`config.mk`:
```
export PLATFORM = sky130hd
export DESIGN_NAME = acc_writeback_serializer
export DESIGN_NICKNAME = d
export VERILOG_FILES = /design/src/rtl/acc_writeback_serializer.sv
export SDC_FILE = /design/constraint.sdc
export NUM_CORES = 1
export LEC_CHECK = 0
export CELL_PAD_IN_SITES_DETAIL_PLACEMENT = 1
export CELL_PAD_IN_SITES_GLOBAL_PLACEMENT = 2
export CORE_ASPECT_RATIO = 0.7
export CORE_MARGIN = 5
export CORE_UTILIZATION = 39
export DETAILED_ROUTE_END_ITERATION = 6
export GPL_ROUTABILITY_DRIVEN = 0
export PLACE_DENSITY_LB_ADDON = 0.05
export REMOVE_ABC_BUFFERS = 1
export SYNTH_ARGS = -nofsm -noshare
export SYNTH_HDL_FRONTEND = slang
export SYNTH_SLANG_ARGS = --single-unit
```
`constraint.sdc`:
```
create_clock -name clk -period 6.6 [get_ports clk]
set_input_delay 0.99 -clock clk [delete_from_list [all_inputs] [get_ports clk]]
set_output_delay 0.99 -clock clk [all_outputs]
set_load 0.01 [all_outputs]
```
`src/rtl/acc_writeback_serializer.sv`:
```
// Drains the systolic accumulator bank into DP RAM port B as byte writes,
// either full-width little-endian or requantized to saturated int8.
module acc_writeback_serializer #(
  parameter int DATA_WIDTH     = 8,
  parameter int MATRIX_SIZE    = 8,
  parameter int ACC_WIDTH      = 32,
  parameter int ACC_ADDR_WIDTH = $clog2(MATRIX_SIZE*MATRIX_SIZE),
  parameter int DP_ADDR_WIDTH  = 10
) (
  input  logic                      clk,
  input  logic                      rst,
  input  logic                      start,
  input  logic [DP_ADDR_WIDTH-1:0]  base_addr,
  input  logic                      pack_int8,
  input  logic [4:0]                shift_amt,
  output logic                      busy,
  output logic                      done,
  output logic                      wrap_flag,
  output logic [ACC_ADDR_WIDTH-1:0] addr_acc,
  input  logic [ACC_WIDTH-1:0]      acc_out,
  output logic                      we_b,
  output logic [DP_ADDR_WIDTH-1:0]  addr_b,
  output logic [DATA_WIDTH-1:0]     din_b
);

  localparam int BYTES = ACC_WIDTH / DATA_WIDTH;
  localparam int BIW   = (BYTES > 1) ? $clog2(BYTES) : 1;
  localparam logic [ACC_ADDR_WIDTH-1:0] LAST_ELEM = ACC_ADDR_WIDTH'(MATRIX_SIZE*MATRIX_SIZE-1);
  localparam logic [BIW-1:0]            LAST_BYTE = BIW'(BYTES-1);
  localparam logic signed [ACC_WIDTH-1:0] SAT_MAX = ACC_WIDTH'(127);
  localparam logic signed [ACC_WIDTH-1:0] SAT_MIN = -ACC_WIDTH'(128);

  typedef enum logic [2:0] {S_IDLE, S_READ, S_CAPTURE, S_WRITE, S_DONE} state_t;

  state_t                               state;
  logic [BYTES-1:0][DATA_WIDTH-1:0]     hold_reg;
  logic [ACC_ADDR_WIDTH-1:0]            elem_idx;
  logic [BIW-1:0]                       byte_idx;
  logic [DP_ADDR_WIDTH-1:0]             wr_ptr;
  logic                                 wrapped;
  logic                                 pack_r;
  logic [4:0]                           shift_r;

  logic signed [ACC_WIDTH-1:0]          shifted;
  logic [DATA_WIDTH-1:0]                sat_byte;
  logic                                 last_byte;

  // Clamped value fits in 8 signed bits, so the low DATA_WIDTH bits are its
  // two's complement (sign-extended) encoding.
  always_comb begin
    shifted  = $signed(hold_reg) >>> shift_r;
    sat_byte = shifted[DATA_WIDTH-1:0];
    if (shifted > SAT_MAX)      sat_byte = SAT_MAX[DATA_WIDTH-1:0];
    else if (shifted < SAT_MIN) sat_byte = SAT_MIN[DATA_WIDTH-1:0];
  end

  assign last_byte = pack_r || (byte_idx == LAST_BYTE);

  always_ff @(posedge clk or posedge rst) begin
    if (rst) begin
      state     <= S_IDLE;
      busy      <= 1'b0;
      done      <= 1'b0;
      wrap_flag <= 1'b0;
      we_b      <= 1'b0;
      addr_acc  <= '0;
      addr_b    <= '0;
      din_b     <= '0;
      hold_reg  <= '0;
      elem_idx  <= '0;
      byte_idx  <= '0;
      wr_ptr    <= '0;
      wrapped   <= 1'b0;
      pack_r    <= 1'b0;
      shift_r   <= '0;
    end else begin
      done <= 1'b0;
      we_b <= 1'b0;
      case (state)
        S_IDLE: if (start) begin
          pack_r    <= pack_int8;
          shift_r   <= shift_amt;
          wr_ptr    <= base_addr;
          elem_idx  <= '0;
          addr_acc  <= '0;
          wrap_flag <= 1'b0;
          wrapped   <= 1'b0;
          busy      <= 1'b1;
          state     <= S_READ;
        end
        // addr_acc is already stable here, giving a registered bank one cycle
        S_READ: state <= S_CAPTURE;
        S_CAPTURE: begin
          hold_reg <= acc_out;
          byte_idx <= '0;
          state    <= S_WRITE;
        end
        S_WRITE: begin
          we_b   <= 1'b1;
          addr_b <= wr_ptr;
          din_b  <= pack_r ? sat_byte : hold_reg[byte_idx];
          wr_ptr <= wr_ptr + DP_ADDR_WIDTH'(1);
          if (&wr_ptr) wrapped   <= 1'b1;
          if (wrapped) wrap_flag <= 1'b1;
          if (last_byte) begin
            if (elem_idx == LAST_ELEM) begin
              busy  <= 1'b0;
              state <= S_DONE;
            end else begin
              elem_idx <= elem_idx + ACC_ADDR_WIDTH'(1);
              addr_acc <= elem_idx + ACC_ADDR_WIDTH'(1);
              state    <= S_READ;
            end
          end else begin
            byte_idx <= byte_idx + BIW'(1);
          end
        end
        S_DONE: begin
          done  <= 1'b1;
          state <= S_IDLE;
        end
        default: state <= S_IDLE;
      endcase
    end
  end

endmodule

```
======== After elaboration in Yosys (flattened, before gate mapping) ========
Cells that the tools add are included.
word-level totals
  memory bits (writable) .................. 0
  flip-flop bits (word level) ............. 82
  bits in read-only memories .............. 0
  memories ................................ 0
  latch bits .............................. 0
  word-level logic and storage cells ...... 78
operators by class
  divide/modulo/power cells ............... 0
  shift-type cells ........................ 1
  bitwise gates (word level) .............. 0
  add/subtract/negate cells ............... 3
  reduce and logical (&&, ||, !) cells .... 13
  order comparisons ....................... 3
  multipliers ............................. 0
  equal/unequal tests ..................... 13
  multiplexer cells ....................... 28
operators with widths
  cell                   number
  $gt 32x8->1 const B    1
  $lt 32x8->1 const B    1
  $mux 8                 4
  $sshr 32x5->32         1
  $pmux 10 s2            1
  $mux 6                 3
  $bmux 8 s2             1
  $ne 2x2->1 const B     7
  $pmux 3 s4             1
  $pmux 6 s2             1
  $add 10x1->10 const B  1
  $mux 10                1
  $reduce_and 10->1      1
  $mux 3                 3
  $mux 1                 8
  $reduce_and 2->1       4
  $reduce_and 4->1       2
  $add 6x1->6 const B    1
  $eq 3x2->1 const B     2
  $eq 6x6->1 const B     1
  $pmux 1 s2             3
  $reduce_and 3->1       2
  $pmux 2 s2             1
  $reduce_bool 2->1      2
  8 further kinds        8

======== Logic depth before layout (Yosys ltp) ========
  word-level depth ........................ 5
  depth in mapped cells ................... 12
  depth with buffers taken out ............ 8

======== Worst setup path after synthesis ========
No wires, ideal clock.
  path kind ............................... reg2reg
  start ................................... register shift_r[0]
  end ..................................... register din_b[6]
  data arrival time ....................... 2259 ps
  library setup time ...................... 126 ps
  required time ........................... 6474 ps
  cell stages (with the launch flop) ...... 9
  path slack .............................. 4215 ps
  cell sequence ........................... dfrtp_1 buf_6 mux4_1 mux4_2 and3_1 a41oi_2 o31ai_4 o211ai_2 a21oi_2
on the way
  longest elaborated chain between the ends .. 5
  elaborated cells between the ends (all ways) .. 6
  those cells by class .................... order compare: 2; shift: 1; mux: 3
ends and longest elaborated chain
  what                    RTL line  text
  start, declared         42        logic [4:0] shift_r;
  start signal, assigned  82        shift_r <= shift_amt;
  $sshr 32x5->32 (*)      51        shifted = $signed(hold_reg) >>> shift_r;
  $lt 32x8->1             54        else if (shifted < SAT_MIN) sat_byte = SAT_MIN[DATA_WIDTH-1:0];
  $mux 8                  54
  $mux 8 (*)              53        if (shifted > SAT_MAX) sat_byte = SAT_MAX[DATA_WIDTH-1:0];
  $mux 8 (*)              101       din_b <= pack_r ? sat_byte : hold_reg[byte_idx];
  end signal, assigned    101
  end, declared           23        output logic [DATA_WIDTH-1:0] din_b
Mark *: on every way between the ends. The rest lies on a longest branch, timed or not.
A chain may end at the register's enable or synchronous reset.

======== Worst setup path after layout ========
  start ................................... register shift_r[2]
  end ..................................... register din_b[1]
The elaborated chain is that of the path after synthesis.

==> reports/qor.tcl <==
set qor(die_w_um) 157
set qor(critical_path_class) {reg -> reg}
set qor(cts-resized-gates) 0
set qor(gr_met3_demand_resource_pct) 6.08
set qor(number_of_antenna_violations_at_the_first_check_in_global_routing) 1
set qor(share_seq_of_total_power_pct) 26.5
set qor(drc_errors) 0
set qor(ys_seq_area_share_pct) 34.7
set qor(r2r_cells) 9
set qor(largest_register_ffs) 32
set qor(combPwrFrac_pct) 61.5
set qor(critical_path_peak_fanout) 24
set qor(coreArea_sq_um) 14800
set qor(drt-wirelength-per-cell_um) 22.7
set qor(tritoncts.num_buffers) 9
set qor(setup_repair_after_global_routing_missed_its_margin) {no}
set qor(critical_path.max_stage_delay_ns) 0.95
set qor(timing.critical_path.from) {shift_r[2]}
set qor(cp_num_buf_inv) 1
set qor(layout_commonest_cell) {sky130_fd_sc_hd__nand2_1}
set qor(route.vias.total) 4989
set qor(worst_hold_path.num_cells) 2
set qor(clock_tree.buffer_depth) 2
set qor(ys_seq_elements) 82
set qor(antenna_violating_nets_post_route) 0
set qor(min_delay_worst_endpoint) {addr_b[6]}
set qor(numPortBuffers) 78
set qor(nets) 673
set qor(final_worst_clock_skew_ns) 0.00572
set qor(start_util_pct) 40.1
set qor(ir_worst_vdd_mv) 0.262
set qor(p_leak_nw) 2.77
set qor(ys_warn_count) 0
set qor(die_height_um) 113
set qor(report.final.slew_viol_count) 0
set qor(global_route.usage.met1_pct) 33.9
set qor(gr-usage-met2_pct) 29.4
set qor(power_density_nw_per_um2) 636
set qor(first_iter_violations) 536
set qor(netlist.area_leader.share_pct) 34.7
set qor(track_usage_pct) 21.5
set qor(yosys.cell_types.count) 69
set qor(yosys-top-cells-area) {sky130_fd_sc_hd__dfrtp_1, sky130_fd_sc_hd__mux4_2, sky130_fd_sc_hd__mux2_2}
set qor(worst-slew-pin-transition_ns) 1.03
set qor(detailedRoute.firstPassIterationCount) 5
set qor(flow.area_growth_from_synthesis_pct) 19.2
set qor(startpoint_type) {flip-flop}
set qor(crit-reg2reg-launch) {shift_r[2]}
set qor(cp_data_required_time_ns) 6.82
set qor(rows) 37
set qor(sum_of_net_half_perimeters_after_detailed_placement_um) 13600
set qor(final-setup-viol-count) 0
set qor(ios) 79
set qor(timing.final.crit_share_pct) 53.6
set qor(fin_ws_ns) 3.06
set qor(slew_headroom_pct) 31.3
set qor(cellInternalPower_mw) 2.37
set qor(clk_pin_slew_ns) 0.06
set qor(cts_setup_buffers) 0
set qor(critical_path.top_delay_family) {compound AO/OA/AOI/OAI gates}
set qor(synth_edf_count) 0
set qor(syn-instance-count) 565
set qor(fmax_ghz) 0.283
set qor(timing.setup.tns_ns) 0
set qor(cts-root-buf) {sky130_fd_sc_hd__clkbuf_16}
set qor(synth_async_sr_flop_share_pct) 100
set qor(netlist_area_sq_um) 5920
set qor(grt_first_pass_wirelength_um) 29800
set qor(most-common-layout-cells) {sky130_fd_sc_hd__nand2_1, sky130_fd_sc_hd__dfrtp_1, sky130_fd_sc_hd__clkdlybuf4s50_1}
set qor(pin_count_of_the_biggest_net_entering_global_routing) 83
set qor(via_count_normalized_by_instance_count) 6.10
set qor(max_capacitance_violation_count) 0
set qor(timing.hold.worst.start) {addr_b[6]}
set qor(top_usage_layer) {met1}
set qor(r2r_setup_slack_ns) 3.06
set qor(first_global_vias) 5025
set qor(switching_power_mw) 2.12
set qor(globalRouteOverflowTotal) 0
set qor(cp_data_arrival_time_ns) 3.75
set qor(share_clk_of_total_power_pct) 12.1
set qor(cts.htree.levels) 3
set qor(antennaDiodeCount) 0
set qor(drive_gt1_share_pct) 18.0
set qor(layout_min_cycle_time_ns) 3.54
set qor(cts_sinks) 82
set qor(clk-insertion-delay-late_ns) 0.34
set qor(timing.rr.end) {din_b[1]}
set qor(post_placement_setup_slack_ns) 3.07
set qor(post_synth.cell_area_avg_sq_um) 10.5
set qor(outcome) {completed}
set qor(post_cts_hold_buffer_count) 0
set qor(critical_path.slowest_cell) {sky130_fd_sc_hd__dfrtp_1}
set qor(endpoint_kind) {flip-flop}
set qor(postRouteWirelength_um) 18600
set qor(ys_dominant_reg_cell) {sky130_fd_sc_hd__dfrtp_1}
set qor(dieArea_sq_um) 17800
set qor(synth_top_area_cell) {sky130_fd_sc_hd__dfrtp_1}
set qor(tritoncts) {yes}
set qor(number_of_failing_hold_endpoints_at_the_final_stage) 0
set qor(swShare_pct) 47.2
set qor(crit_chain) {buf_4 > mux4_2 > mux2_2 > o211ai_1 > o311ai_0 > a211oi_1 > nand3_1 > o21ai_4 > a21oi_1}
set qor(min-delay-path-class) {reg -> reg}
[through the flow]
stage / util (%) / std cells / total power, mW / hold WS, ns / area [sq um]
3_3_place_gp: 45.6 / 803 / 3.83 / 0.458 / 6740
6_report: 47.8 / 818 / 4.49 / 0.478 / 7060
5_1_grt: 47.8 / 818 / 4.79 / 0.508 / 7060
3_5_place_dp: 45.6 / 803 / 3.90 / 0.471 / 6740
4_1_cts: 47.8 / 818 / 4.46 / 0.485 / 7060
2_1_floorplan: - / 521 / 2.92 / 0.466 / 5630
[cell usage after synthesis, types with 5 or more instances]
cell and n:
sky130_fd_sc_hd__o21ai_0 31, sky130_fd_sc_hd__nand3b_1 5, sky130_fd_sc_hd__nand3_1 17, sky130_fd_sc_hd__a211oi_1 8, sky130_fd_sc_hd__mux2i_1 26, sky130_fd_sc_hd__buf_2 8, sky130_fd_sc_hd__nor2_1 33, sky130_fd_sc_hd__nand2_1 92
sky130_fd_sc_hd__and3_1 6, sky130_fd_sc_hd__nand2b_1 5, sky130_fd_sc_hd__mux4_2 27, sky130_fd_sc_hd__buf_6 5, sky130_fd_sc_hd__a311oi_1 5, sky130_fd_sc_hd__or3_1 8, sky130_fd_sc_hd__a21oi_1 21, sky130_fd_sc_hd__o211ai_1 5
sky130_fd_sc_hd__dfrtp_1 82, sky130_fd_sc_hd__mux4_1 14, sky130_fd_sc_hd__mux2_2 43, sky130_fd_sc_hd__clkbuf_1 22, sky130_fd_sc_hd__inv_1 9, sky130_fd_sc_hd__o22ai_1 6
[area by class of cell]
type	count	area [sq um]
inverters	11	42.5
well taps	195	244
fillers	1619	7710
flip-flops and latches	82	2050
repair buffers	87	848
clock buffers	11	243
multi-input cells	428	3550
clock inverters	4	76.3
[logic make-up after synthesis]
| logic type | synth area share (%) |
|---|---|
| AO/OA/AOI/OAI | 13.7 |
| XOR/XNOR | 0.444 |
| adder cells (fa/ha/maj) | 0.634 |
| buffers and inverters | 5.56 |
| flip-flops | 34.7 |
| multiplexers | 29.3 |
| AND/OR/NAND/NOR | 15.7 |
[worst max path at each step]
stage,to,slack [ns],depth (start not counted)
4_1_cts,din_b[1],3.07,9
3_5_place_dp,din_b[1],3.07,9
2_1_floorplan,wr_ptr[9],2.92,4
6_report,din_b[1],3.06,9
5_1_grt,din_b[5],2.86,9
3_3_place_gp,din_b[0],3.15,9
[worst reg2reg max path: cells and delay by family, from the launching register on]
kind            cells  cell delay [ns]
mux                 2             0.85
compound gates      5             1.04
flops               1             0.95
simple gates        1             0.16
buf+inv             1             0.42
[power groups by stage]
stage,combinational (mW),sequential [mW],clock [mW]
global route,2.98,1.24,0.578
detailed placement,2.71,1.19,0
floorplan,1.75,1.17,0
CTS,2.72,1.18,0.555
finish,2.76,1.19,0.541
global placement,2.66,1.17,0
[per-layer routing]
layer	vias to the layer above	routed length, um	share of wire [%]
met1	2546	9270	50
met5	-	0	0
met2	173	7750	42
met4	0	183	0.98
met3	17	1410	7.6
li1	2253	-	-
Note: power is estimated with default switching activity, not from simulation.
